**src/rtl/imu_burst_reader.sv**
```systemverilog
// Read sequencer for the IMU: writes the start register over I2C, then reads a burst of
// bytes and emits big-endian 16-bit words. Optional per-byte watchdog: IMU_READ_TIMEOUT_EN.
module imu_burst_reader #(
  parameter logic [6:0] SLAVE_ADDR     = 7'h68,
  parameter logic [7:0] START_REG      = 8'h3B,
  parameter int         NUM_WORDS      = 7,
  parameter int         TIMEOUT_CYCLES = 50000
) (
  input  logic        i_Clk,
  input  logic        i_rst,
  input  logic        i_Trig,
  output logic        o_Busy,
  output logic [15:0] o_Word,
  output logic [3:0]  o_Word_Idx,
  output logic        o_Word_Valid,
  output logic        o_Frame_Done,
  output logic        o_Error,
  output logic        o_I2C_Ena,
  output logic [6:0]  o_I2C_Slave_Addr,
  output logic        o_I2C_Wr_Start,
  output logic        o_I2C_Rd_Start,
  output logic [7:0]  o_I2C_Wr_Byte,
  input  logic        i_I2C_Busy,
  input  logic [7:0]  i_I2C_Rd_Byte,
  input  logic        i_I2C_Error
);

  typedef enum logic [2:0] {
    IDLE, ADDR, ADDR_WAIT, READ, READ_WAIT, DONE, FAIL
  } state_t;

  localparam logic [4:0] LAST_BYTE = 5'(2 * NUM_WORDS - 1);

  if (NUM_WORDS < 1 || NUM_WORDS > 15) begin : g_bad_num_words
    $error("imu_burst_reader: NUM_WORDS must be in 1..15");
  end
  if (TIMEOUT_CYCLES < 2 || TIMEOUT_CYCLES > 65536) begin : g_bad_timeout
    $error("imu_burst_reader: TIMEOUT_CYCLES must fit the 16-bit watchdog");
  end

  state_t     state;
  logic       accepted;   // master has raised busy for the current byte
  logic [4:0] byte_cnt;
  logic [7:0] high_byte;

`ifdef IMU_READ_TIMEOUT_EN
  localparam logic [15:0] TIMEOUT_LAST = 16'(TIMEOUT_CYCLES - 1);
  logic [15:0] wdog;
`endif

  assign o_I2C_Slave_Addr = SLAVE_ADDR;
  assign o_I2C_Wr_Byte    = START_REG;

  always_ff @(posedge i_Clk or negedge i_rst) begin
    if (!i_rst) begin
      state          <= IDLE;
      accepted       <= 1'b0;
      byte_cnt       <= '0;
      // NOTE: the byte staging register sits in the same async-reset block as the FSM, so it
      // must be reset here too; leaving it out would turn i_rst into a load enable for it.
      high_byte      <= '0;
      o_Busy         <= 1'b0;
      o_Word         <= '0;
      o_Word_Idx     <= '0;
      o_Word_Valid   <= 1'b0;
      o_Frame_Done   <= 1'b0;
      o_Error        <= 1'b0;
      o_I2C_Ena      <= 1'b0;
      o_I2C_Wr_Start <= 1'b0;
      o_I2C_Rd_Start <= 1'b0;
`ifdef IMU_READ_TIMEOUT_EN
      wdog           <= '0;
`endif
    end else begin
      // NOTE: strobes default low every cycle, so each assignment below is a one-cycle pulse.
      o_I2C_Wr_Start <= 1'b0;
      o_I2C_Rd_Start <= 1'b0;
      o_Word_Valid   <= 1'b0;
      o_Frame_Done   <= 1'b0;

      case (state)
        IDLE: begin
          byte_cnt  <= '0;
          o_Busy    <= 1'b0;
          o_I2C_Ena <= 1'b0;
          if (i_Trig) begin
            state          <= ADDR;
            o_Busy         <= 1'b1;
            o_I2C_Ena      <= 1'b1;
            o_Error        <= 1'b0;
            o_I2C_Wr_Start <= 1'b1;
`ifdef IMU_READ_TIMEOUT_EN
            wdog           <= '0;
`endif
          end
        end

        ADDR: begin
          accepted <= 1'b0;
          state    <= ADDR_WAIT;
        end

        READ: begin
          o_I2C_Rd_Start <= 1'b1;
          accepted       <= 1'b0;
          state          <= READ_WAIT;
`ifdef IMU_READ_TIMEOUT_EN
          wdog           <= '0;
`endif
        end

        ADDR_WAIT, READ_WAIT: begin
          // A busy-low cycle before the master has accepted the byte is not a completion.
          if (!accepted) begin
            if (i_I2C_Busy) accepted <= 1'b1;
          end else if (!i_I2C_Busy) begin
            if (i_I2C_Error) begin
              state <= FAIL;
            end else if (state == ADDR_WAIT) begin
              state <= READ;
            end else begin
              if (!byte_cnt[0]) begin
                high_byte <= i_I2C_Rd_Byte;
              end else begin
                o_Word       <= {high_byte, i_I2C_Rd_Byte};
                o_Word_Idx   <= byte_cnt[4:1];
                o_Word_Valid <= 1'b1;
              end
              byte_cnt <= byte_cnt + 5'd1;
              state    <= (byte_cnt == LAST_BYTE) ? DONE : READ;
            end
          end
`ifdef IMU_READ_TIMEOUT_EN
          if (!(accepted && !i_I2C_Busy)) begin
            if (wdog == TIMEOUT_LAST) state <= FAIL;
            else                      wdog  <= wdog + 16'd1;
          end
`endif
        end

        DONE: begin
          o_Frame_Done <= 1'b1;
          state        <= IDLE;
        end

        FAIL: begin
          o_Error <= 1'b1;
          state   <= IDLE;
        end

        default: state <= IDLE;
      endcase
    end
  end

endmodule

```
**config.mk**
```make
export PLATFORM = sky130hd
export DESIGN_NAME = imu_burst_reader
export DESIGN_NICKNAME = d
export VERILOG_FILES = /design/src/rtl/imu_burst_reader.sv
export SDC_FILE = /design/constraint.sdc
export NUM_CORES = 1
export LEC_CHECK = 0
export BUFFER_PORTS_ARGS = -buffer_cell sky130_fd_sc_hd__buf_2
export CAP_MARGIN = 20
export CORE_AREA = 4 4 68 70
export DETAILED_ROUTE_END_ITERATION = 8
export DIE_AREA = 0 0 72 74
export PLACE_DENSITY = 0.81
export SYNTH_ARGS = -nofsm -noshare
export SYNTH_HDL_FRONTEND = slang
export SYNTH_SLANG_ARGS = --single-unit
```
**constraint.sdc**
```tcl
create_clock -name i_Clk -period 2.7 [get_ports i_Clk]
set_clock_uncertainty 0.15 [all_clocks]
set_input_delay 0.27 -clock i_Clk [delete_from_list [all_inputs] [get_ports i_Clk]]
set_output_delay 0.27 -clock i_Clk [all_outputs]
set_load 0.02 [all_outputs]
```
# == Word-level counts from Yosys, hierarchy flattened ==
# Cells that the tools add are included.
# totals
regBits,43
output_inout_bits,42
in_bits,13
# classes
eq_ne,12
bitwise,4
muxes,27
add_sub_neg,1
n_reduce_logical,11
# ops
op,n
two-way mux 5 bit,4
two-way mux 3 bit,6
two-way mux 1 bit,13
case mux 3 bit (4 select lines),1
AND reduction 6 bit,2
"!= test 2 bit, second input constant",5
case mux 5 bit (2 select lines),1
"equality test 3 bit, second input constant",3
"equality test 3 x 2 -> 1 bit, second input constant",2
nonzero test 2 bit,3
"adder 5 x 1 -> 5 bit, second input constant",1
"equality test 5 x 4 -> 1 bit, second input constant",1
AND reduction 5 bit,1
NOT 1 bit,4
case mux 1 bit (2 select lines),2
OR reduction 2 bit,2
"equality test 3 x 1 -> 1 bit, second input constant",1
logical NOT 3 bit,1
AND reduction 3 bit,1
AND reduction 2 bit,1

# == Longest topological paths before layout ==
# Gate-level depths: netlist of run 1.
# depth
word_depth,7
mapped_depth,5

# == Worst setup path after synthesis of run 1 ==
# Ideal clock, no wire load.
# synth_timing
kind,register to register
startpoint,register state[0]
endpoint,register high_byte[0]
synth_period_minus_slack_ns,1.854
n_path_buf,1
path_stages_with_launch,5
slack_ns,0.846
t_arrival_ns,1.579
path_cell_list,dfrtp_1 > buf_6 > or3b_4 > nor3_4 > mux2_2
# synth_between
elab_chain_len,3
elab_cells_between_ends,5
# synth_lines
element,line,rtl
start: declaration,41,state_t state;
start signal: assignment,130,state <= (byte_cnt == LAST_BYTE) ? DONE : READ;
equality test 3 x 2 -> 1 bit or equality test 3 bit (tied branches),"81, 119",
OR reduction 2 bit or NOT 1 bit (tied branches),n/a,
AND reduction 6 bit (no source line) (*),n/a,
end signal: assignment,123,high_byte <= i_I2C_Rd_Byte;
end: declaration,44,logic [7:0] high_byte;
# Mark *: on every way between the ends. The rest lies on a longest branch, timed or not.
# A chain may end at the register's enable or synchronous reset.

# == Final worst setup path of run 1 ==
# layout_timing
startpoint,register state[1]
endpoint,register high_byte[7]
# The elaborated chain is that of the path after synthesis.

==> run summary, run 1 <==
For the pin with the worst max-slew slack, the measured transition is 0.892 ns. In this run the tightest slew margin relative to its limit is 40.5%. The final standard cell area without fillers came out at 2200 sq um.

Among all stages on the critical path, the largest delay is contributed by sky130_fd_sc_hd__dfrtp_1. Setup repair after global routing left no endpoint under its margin. The clock slew seen by the registers of the worst setup and hold paths is 0.08 ns, and the final period demand of the worst path is 2.02 ns.

The die height works out to 74 microns. sky130_fd_sc_hd__dfrtp_1 takes more of the synthesized area than any other cell. Dividing total power by cell area gives a power density of 796 nW/um^2. The logs give 5.66 mm for the wire length of the first global-routing pass and 0.29 ns for the clock latency at the later pin of the worst-skew pair. The critical path's largest stage delay works out to 0.51 ns. The tools report the destination of the worst hold path as o_Word[7].

The final critical path takes up 74.7% of the cycle. The die is 72 microns wide. Row generation in the floorplan step produced 23 rows.

The startpoint identified for the worst hold timing path is i_I2C_Rd_Byte[7]. The data required time of the worst path is 2.73 ns, and the number of vias in the routed layout is 1,245. The worst register-to-register path begins at state[1]. Clock tree synthesis selected as its root buffer the cell sky130_fd_sc_hd__clkbuf_8. The count of hold-fix buffers inserted at cts is 1, and the standard cell core area is 3970 sq um. Input and output buffers added on the ports amount to 39. The iteration-0 DRC count of the detailed router is 64. In this run the static leakage power is 1.18 nW.

The tool flagged a number of max-cap violations equal to 0. The via count of the first global-routing pass came out at 1,184. The number of instances in the synthesized netlist was 154; the synthesis-stage register bit count was 43.

Ranked by total cell area, the synthesized netlist is headed by sky130_fd_sc_hd__dfrtp_1 55%, sky130_fd_sc_hd__mux2_2 15%, sky130_fd_sc_hd__buf_4 6.5%. The tools report the part of the power in registers as 49.8%. The routed length per placed instance works out to 14.3 microns. Number of hold-slack violations in the final timing report: 0.

The logs give 55 for the total I/O pin count and 496 MHz for the highest clock rate. For this run, design rule violations remaining after detail routing come to 0. Kind of end point of the critical path: a register. In this run the deepest clock path goes through 2 buffers. The run finished with clean final reports. 0 antenna diodes ended up in the layout. The initial utilization of the core area, before any placement, comes to 49.1%. Summed over all nets, the switching power comes to 0.596 mW. The HPWL after detailed placement is 2.45 mm.

Of the total power, combinational logic draws 27.7%. STA classifies the critical path startpoint as a register. In this run the biggest area consumer among cell types represents 55.2% of the synthesized area. TritonCTS built the clock tree. The number of clock buffers added by TritonCTS is 5. The H-tree generated during clock tree synthesis spans 2 levels.

The worst hold path belongs to the class in -> reg. The worst hold path was traced through 2 stages. Once the clock tree was built, the resizer swapped 0 gates to a different size. STA puts the critical path data arrival time at 2.05 ns.

Cell internal power was estimated by the tool at 1.16 mW. Setup total negative slack on the finished layout was measured at 0 ns. The finished layout holds 243 standard cells, fillers aside. In this run, distinct cell masters in the synthesized netlist total 44. The worst reg2reg path depth was 3. Yosys printed 0 warnings. For this run, the register share of the synthesized area comes to 55.2%.

The critical path goes through or3b_4 -> nor3_4 -> mux2_2. Counting tap cells, the placed design contains a total of 234 instances. The clock drives 43 sinks. Global routing used 14.0% of the available tracks across all layers. The worst register-to-register path ends at high_byte[7]. Entering global routing, the biggest net connects 44 pins. The post-CTS repair timing setup buffer count is 0, and the worst IR drop on VDD is 0.297 mV. The number of antenna violations at the first check in global routing is 0, and the share of post-route cells with drive strength above 1 is 40.9%. In this run the register-to-register setup slack is 0.68 ns. The post-synth design cell area is 1950 sq um, and the global route total overflow is 0.

For the cell area after placement, the log shows 2110 sq um. Net switching is 34.0% of the power. The final layout contains 207 nets. Along the worst path, the maximum fanout reaches 12.

The count of nets left with antenna violations once routing finished came out at 0. The max-slew violation count is 0. Kind of cell with the highest combined delay on the critical path: simple AND/OR/NAND/NOR gates. The launching element of the worst setup path was state[1]. The run gives 4 as the number of detailed-route iterations in the first pass. Relative to the synthesized area, the layout overhead comes to 12.8%.

Of the total power, the clock network draws 22.5%. The number of buffers and inverters on the critical path was 0. The floorplan step defined a die boundary enclosing 5330 sq um.

The overall routed net length was 3.48 mm. The number of failing setup endpoints in the final timing report came out at 0. The type of the worst setup path was reg -> reg. In this run the mean area of a mapped cell was 12.7 sq um.

At the end of routability-driven placement, the weighted congestion stood at 0.763. The via-per-instance ratio came out at 5.12.
==> metrics by stage <==
| stage | setup WS (ns) | utilization, % | hold WS [ns] | power (mW) |
|---|---|---|---|---|
| after global placement | 0.749 | 53.0 | 0.308 | 1.35 |
| after floorplan | 0.846 | - | -0.176 | 1.28 |
| final | 0.683 | 55.4 | 0.0731 | 1.75 |
| after CTS | 0.673 | 55.4 | 0.0638 | 1.77 |
| after global routing | 0.595 | 55.4 | 0.0652 | 1.87 |
| after detailed placement | 0.696 | 53.0 | 0.306 | 1.37 |
==> routing by layer <==
layer	track usage, %	routed length (microns)	up-vias
li1	-	-	584
met2	22.1	1730	36
met4	6.89	71	0
met3	3.65	202	5
met5	0	0	-
met1	18.0	1480	620
==> cells by family (layout without fill, tap and decap cells) <==
kind of cell	Yosys count	in the layout	share of synthesized area [%]
compound gates	23	23	7.76
xor+xnor	1	1	0.449
fa+ha+maj	2	2	1.28
buf+inv	28	54	9.30
flops	43	43	55.2
mux	29	29	16.7
other cells	2	15	0.385
simple gates	26	26	8.98
==> state kept, by name, indices dropped and copies added (netlist names) <==
register and flops:
accepted 1, byte_cnt 5, high_byte 8, o_Error 1, o_Frame_Done 1, o_I2C_Ena 1, o_I2C_Rd_Start 1, o_I2C_Wr_Start 1
o_Word 16, o_Word_Idx 4, o_Word_Valid 1, state 3
==> Yosys cell counts <==
master	count
sky130_fd_sc_hd__o211ai_1	1
sky130_fd_sc_hd__nor4_1	1
sky130_fd_sc_hd__or2_2	1
sky130_fd_sc_hd__a21oi_1	7
sky130_fd_sc_hd__nor3_4	1
sky130_fd_sc_hd__buf_2	3
sky130_fd_sc_hd__nand2b_1	2
sky130_fd_sc_hd__nor3b_1	1
sky130_fd_sc_hd__a21o_1	2
sky130_fd_sc_hd__o22ai_1	1
sky130_fd_sc_hd__or3b_4	1
sky130_fd_sc_hd__o211a_1	1
sky130_fd_sc_hd__nand3_1	1
sky130_fd_sc_hd__nor3_1	3
sky130_fd_sc_hd__o21ai_0	4
sky130_fd_sc_hd__dfrtp_1	43
sky130_fd_sc_hd__xnor2_1	1
sky130_fd_sc_hd__nor2_1	4
sky130_fd_sc_hd__nor3b_2	1
sky130_fd_sc_hd__or4bb_1	1
sky130_fd_sc_hd__inv_1	4
sky130_fd_sc_hd__conb_1	2
sky130_fd_sc_hd__nand4_1	1
sky130_fd_sc_hd__nand4b_1	1
sky130_fd_sc_hd__nand2_1	3
sky130_fd_sc_hd__o311ai_1	1
sky130_fd_sc_hd__mux2i_1	1
sky130_fd_sc_hd__buf_6	1
sky130_fd_sc_hd__o2bb2ai_1	1
sky130_fd_sc_hd__mux2_1	2
sky130_fd_sc_hd__a31oi_1	1
sky130_fd_sc_hd__buf_4	17
sky130_fd_sc_hd__o21a_1	1
sky130_fd_sc_hd__mux2_2	26
sky130_fd_sc_hd__ha_1	2
sky130_fd_sc_hd__clkbuf_1	2
sky130_fd_sc_hd__nor2b_1	1
sky130_fd_sc_hd__clkbuf_2	1
sky130_fd_sc_hd__or3b_2	1
sky130_fd_sc_hd__or3_1	1
sky130_fd_sc_hd__o32ai_1	1
sky130_fd_sc_hd__a211o_1	1
sky130_fd_sc_hd__or3b_1	1
sky130_fd_sc_hd__o2111ai_1	1
==> power by group through the flow <==
stage | Sequential [mW] | Clock, mW | Combinational (mW)
finish | 0.872 | 0.394 | 0.486
global placement | 0.875 | 0 | 0.475
floorplan | 0.892 | 0 | 0.384
detailed placement | 0.884 | 0 | 0.485
global route | 0.897 | 0.434 | 0.537
CTS | 0.872 | 0.405 | 0.488
==> layout by cell type, fill, tap and decap left out, drive strengths merged, types with 2 or more instances in the layout <==
master,n
a21oi,7
o21ai,4
nor3b,2
dfrtp,43
nor2,4
ha,2
a21o,2
or3b,3
clkbuf,6
nand2b,2
mux2,28
nor3,4
buf,41
nand2,3
conb,15
inv,4
==> how the worst max path moves through the flow <==
stage                   endpoint  slack, ns  cells after the start
floorplan           high_byte[0]       0.85                      4
global placement    high_byte[7]       0.75                      3
detailed placement  high_byte[3]       0.70                      3
CTS                 high_byte[4]       0.67                      3
global route        high_byte[4]       0.59                      3
finish              high_byte[7]       0.68                      3
==> final cells by class <==
type,count,area [sq um]
fillers,349,1770
flip-flops and latches,43,1080
multi-input cells,96,742
repair buffers,42,220
clock buffers,6,72.6
well taps,50,62.6
inverters,4,15.0
clock inverters,2,12.5
No activity file was read; power rests on OpenSTA's default activity.
==> run 2, diff against run 1 <==
==> constraint.sdc (replaced) <==
create_clock -name i_Clk -period 1.95 [get_ports i_Clk]
set_clock_uncertainty 0.15 [all_clocks]
set_input_delay 0.195 -clock i_Clk [delete_from_list [all_inputs] [get_ports i_Clk]]
set_output_delay 0.195 -clock i_Clk [all_outputs]
set_load 0.02 [all_outputs]
==> run 2 against run 1 <==
Effect of this change: design area is 5.5% higher; first-iteration DRC count is 48% higher; register-to-register slack worse by 0.53 ns; largest power group unchanged; highest routed layer unchanged.
==> run summary, run 2 (synthesis gave the netlist of run 1 again) <==
The post-placement setup slack came out at 0.0669 ns (-0.629 ns). The logs give 2 (unchanged) for the CTS H-tree depth and 0 (unchanged) for the number of max-cap violations. For the pin count of the biggest net entering global routing, the log shows 32 (-27%). For the met2 track utilization from global routing, the log shows 22.3% (+0.20 points). The tools report the arrival time at the worst endpoint as 1.82 ns (-0.23 ns). For the floorplan die area, the log shows 5330 sq um (unchanged).

The routability congestion estimate is 0.840 (+10%), and the routed length per placed instance is 14.2 microns (-0.95%). For hold timing, the worst endpoint is o_Word[2]. The run gives 1.24 nW (+5.1%) as the leakage component of the power. The ratio of final minimum period to clock period was 92.2% (+18 points); the max-slew violation count was 0 (unchanged). The top fanout value on the critical path was 8 (-4); the total internal power was 1.65 mW (+43%). The worst-case clock buffer depth was 2 (unchanged); the remaining max-slew budget at the tightest pin was 54.5% (+14 points). The worst register-to-register path ends at high_byte[3]. The placed wire-length estimate came out at 2.59 mm (+5.4%). The area growth from synthesis to layout is 19.0%.

The buffer cell driving the clock tree root is sky130_fd_sc_hd__clkbuf_8. The run gives 556 MHz (+12%) as the highest clock rate. For the met3 layer usage reported by global route, the log shows 3.38% (-0.27 points). The most common library cell in the layout ignoring fill and taps is sky130_fd_sc_hd__dfrtp_1. The via-per-instance ratio came out at 5.09 (-0.57%). The tools report the overall routed net length as 3.61 mm (+3.5%). The worst setup path is launched from a register. The tools report the data required time of the worst path as 1.98 ns (-0.75 ns).

The largest registers in the layout are o_Word (16), high_byte (8), byte_cnt (5). Total global routing track utilization: 14.1% (+0.083 points). Die height: 74 microns (unchanged).

The logs give 5 (+1) for the number of detailed-route iterations in the first pass and 0 (unchanged) for the number of failing setup endpoints in the final timing report. The effective utilization at floorplan is 49.1% (unchanged). The tools report the part of the power in registers as 46.3% (-3.5 points). The run gives 43 (unchanged) as the total number of clock tree sinks. The width of the die works out to 72 microns (unchanged).

The tools report the standard cell core area as 3970 sq um (unchanged). The post-cts gate resize count came out at 0 (unchanged). The switching part of the total works out to 33.8% (-0.17 points). The number of core rows came out at 23 (unchanged).

The tools report the count of inserted antenna diode cells as 0 (unchanged). The run gives 0.29 ns (about the same) as the clock latency at the later pin of the worst-skew pair. The number of vias in the routed layout is 1,294 (+3.9%). Setup repair after global routing left no endpoint under its margin.

Worst IR drop on VDD: 0.463 mV (+56%). In the layout the commonest cells are 43 x sky130_fd_sc_hd__dfrtp_1, 39 x sky130_fd_sc_hd__buf_2, 26 x sky130_fd_sc_hd__mux2_2. Class of the most critical hold timing path: in -> reg. o_Word holds more flip-flops than any other register. The global routing stage identified its most utilized layer as met2.

STA classifies the critical path endpoint as a register. The number of port buffers came out at 39 (unchanged). The iteration-0 DRC count of the detailed router is 95 (+48%). The logs give 2160 sq um (+2.4%) for the cell area after placement and 0 (unchanged) for the global route total overflow.

The worst setup path is of the reg -> reg kind. The power density normalized to cell area was 1070 nW/um^2 (+35%); the total I/O pin count was 55 (unchanged). Number of hold-slack violations in the final timing report: 0 (unchanged). The final standard cell area without fillers was 2320 sq um (+5.5%). Layout net count: 218 (+5.3%). The run gives 0 (unchanged) as the detailed-route DRC error count. The setup TNS is 0 ns (unchanged), and the share of post-route cells with drive strength above 1 is 41.7% (+0.73 points).

The number of nets with antenna violations after detailed routing is 0 (unchanged), and the clock slew seen by the registers of the worst setup and hold paths is 0.08 ns (about the same). The net switching power figure was 0.844 mW (+42%); the slew at the pin closest to its max-slew limit was 0.683 ns (-0.209 ns). TritonCTS built the clock tree. The flip-flop count of the largest register, all copies and words added is 16 (unchanged). The clock buffer count from CTS was 5 (unchanged); the final period demand of the worst path was 1.80 ns (-0.219 ns). The clock share of power is 21.8% (-0.7 points). The run finished with clean final reports. The wire length of the first global-routing pass is 5.73 mm (+1.2%), and the via count of the first global-routing pass is 1,221 (+3.1%). The launching point of the worst reg2reg path was state[0]. The number of antenna violations at the first check in global routing was 0 (unchanged); the setup slack of the worst register-to-register path was 0.15 ns (-0.53 ns). The worst reg2reg path depth was 4 (+1). The worst hold path begins at i_I2C_Rd_Byte[2].

The hold path depth was 2 (unchanged). The final worst-path setup slack is 0.152 ns (-0.531 ns), and the met1 routing resource usage after global routing is 18.6% (+0.54 points). The portion of total power attributed to combinational logic was 31.9% (+4.2 points).
[run 2: changes by cell type in the layout (fill, tap and decap cells not counted), sizes merged]
cell,change
dlygate4sd3,+5
buf,+6
[run 2: worst max-delay path by stage]
stage                     startpoint            to  slack (ns)  cells after the start
after floorplan             state[0]  high_byte[0]         0.1                      4
after global placement      state[0]  high_byte[7]        0.14                      3
final                       state[0]  high_byte[3]        0.15                      4
after global routing        state[0]  high_byte[4]        0.10                      4
after CTS                   state[0]  high_byte[3]        0.05                      3
after detailed placement    state[0]  high_byte[7]        0.07                      3
[run 2: worst max-delay path, cell delays in order (launching register included)]
cell	delay, ns
sky130_fd_sc_hd__dfrtp_1	0.39
sky130_fd_sc_hd__or3b_4	0.44
sky130_fd_sc_hd__nor3_4	0.23
sky130_fd_sc_hd__buf_12	0.15
sky130_fd_sc_hd__mux2_2	0.33
[run 2: layout make-up]
| cell class | instances | area (sq um) |
|---|---|---|
| Clock buffer | 6 | 72.6 |
| Clock inverter | 2 | 12.5 |
| Fill cell | 320 | 1650 |
| Inverter | 4 | 15.0 |
| Multi-Input combinational cell | 96 | 742 |
| Sequential cell | 43 | 1080 |
| Tap cell | 50 | 62.6 |
| Timing Repair Buffer | 53 | 340 |
[run 2: timing repair]
| action | in CTS | in global routing |
|---|---|---|
| hold endpoints to repair | 38 | 1 |
| hold buffers | 5 | 1 |
| setup buffers | 0 | 1 |
| endpoints found under the setup margin | 0 | 8 |
[run 2: per-stage QoR]
step                      std cells  utilization [%]  power, mW  hold slack [ns]
after floorplan                 167                -       1.77           -0.251
after global placement          239             54.3       1.92            0.125
after detailed placement        239             54.3       1.95            0.126
after CTS                       252             57.7       2.50          0.00131
after global routing            254             58.4       2.64         0.000943
final                           254             58.4       2.49          0.00892
[run 2: power by group through the flow]
stage	clock, mW	combinational [mW]	sequential [mW]
CTS	0.559	0.785	1.16
global placement	0	0.755	1.16
global route	0.593	0.868	1.18
finish	0.543	0.797	1.15
floorplan	0	0.531	1.24
detailed placement	0	0.776	1.17
[run 2: routing by layer]
layer | part of all wire, % | wire length (microns)
met2 | 50 | 1790
met4 | 2.4 | 87
met3 | 5.9 | 214
met5 | 0 | 0
met1 | 42 | 1510
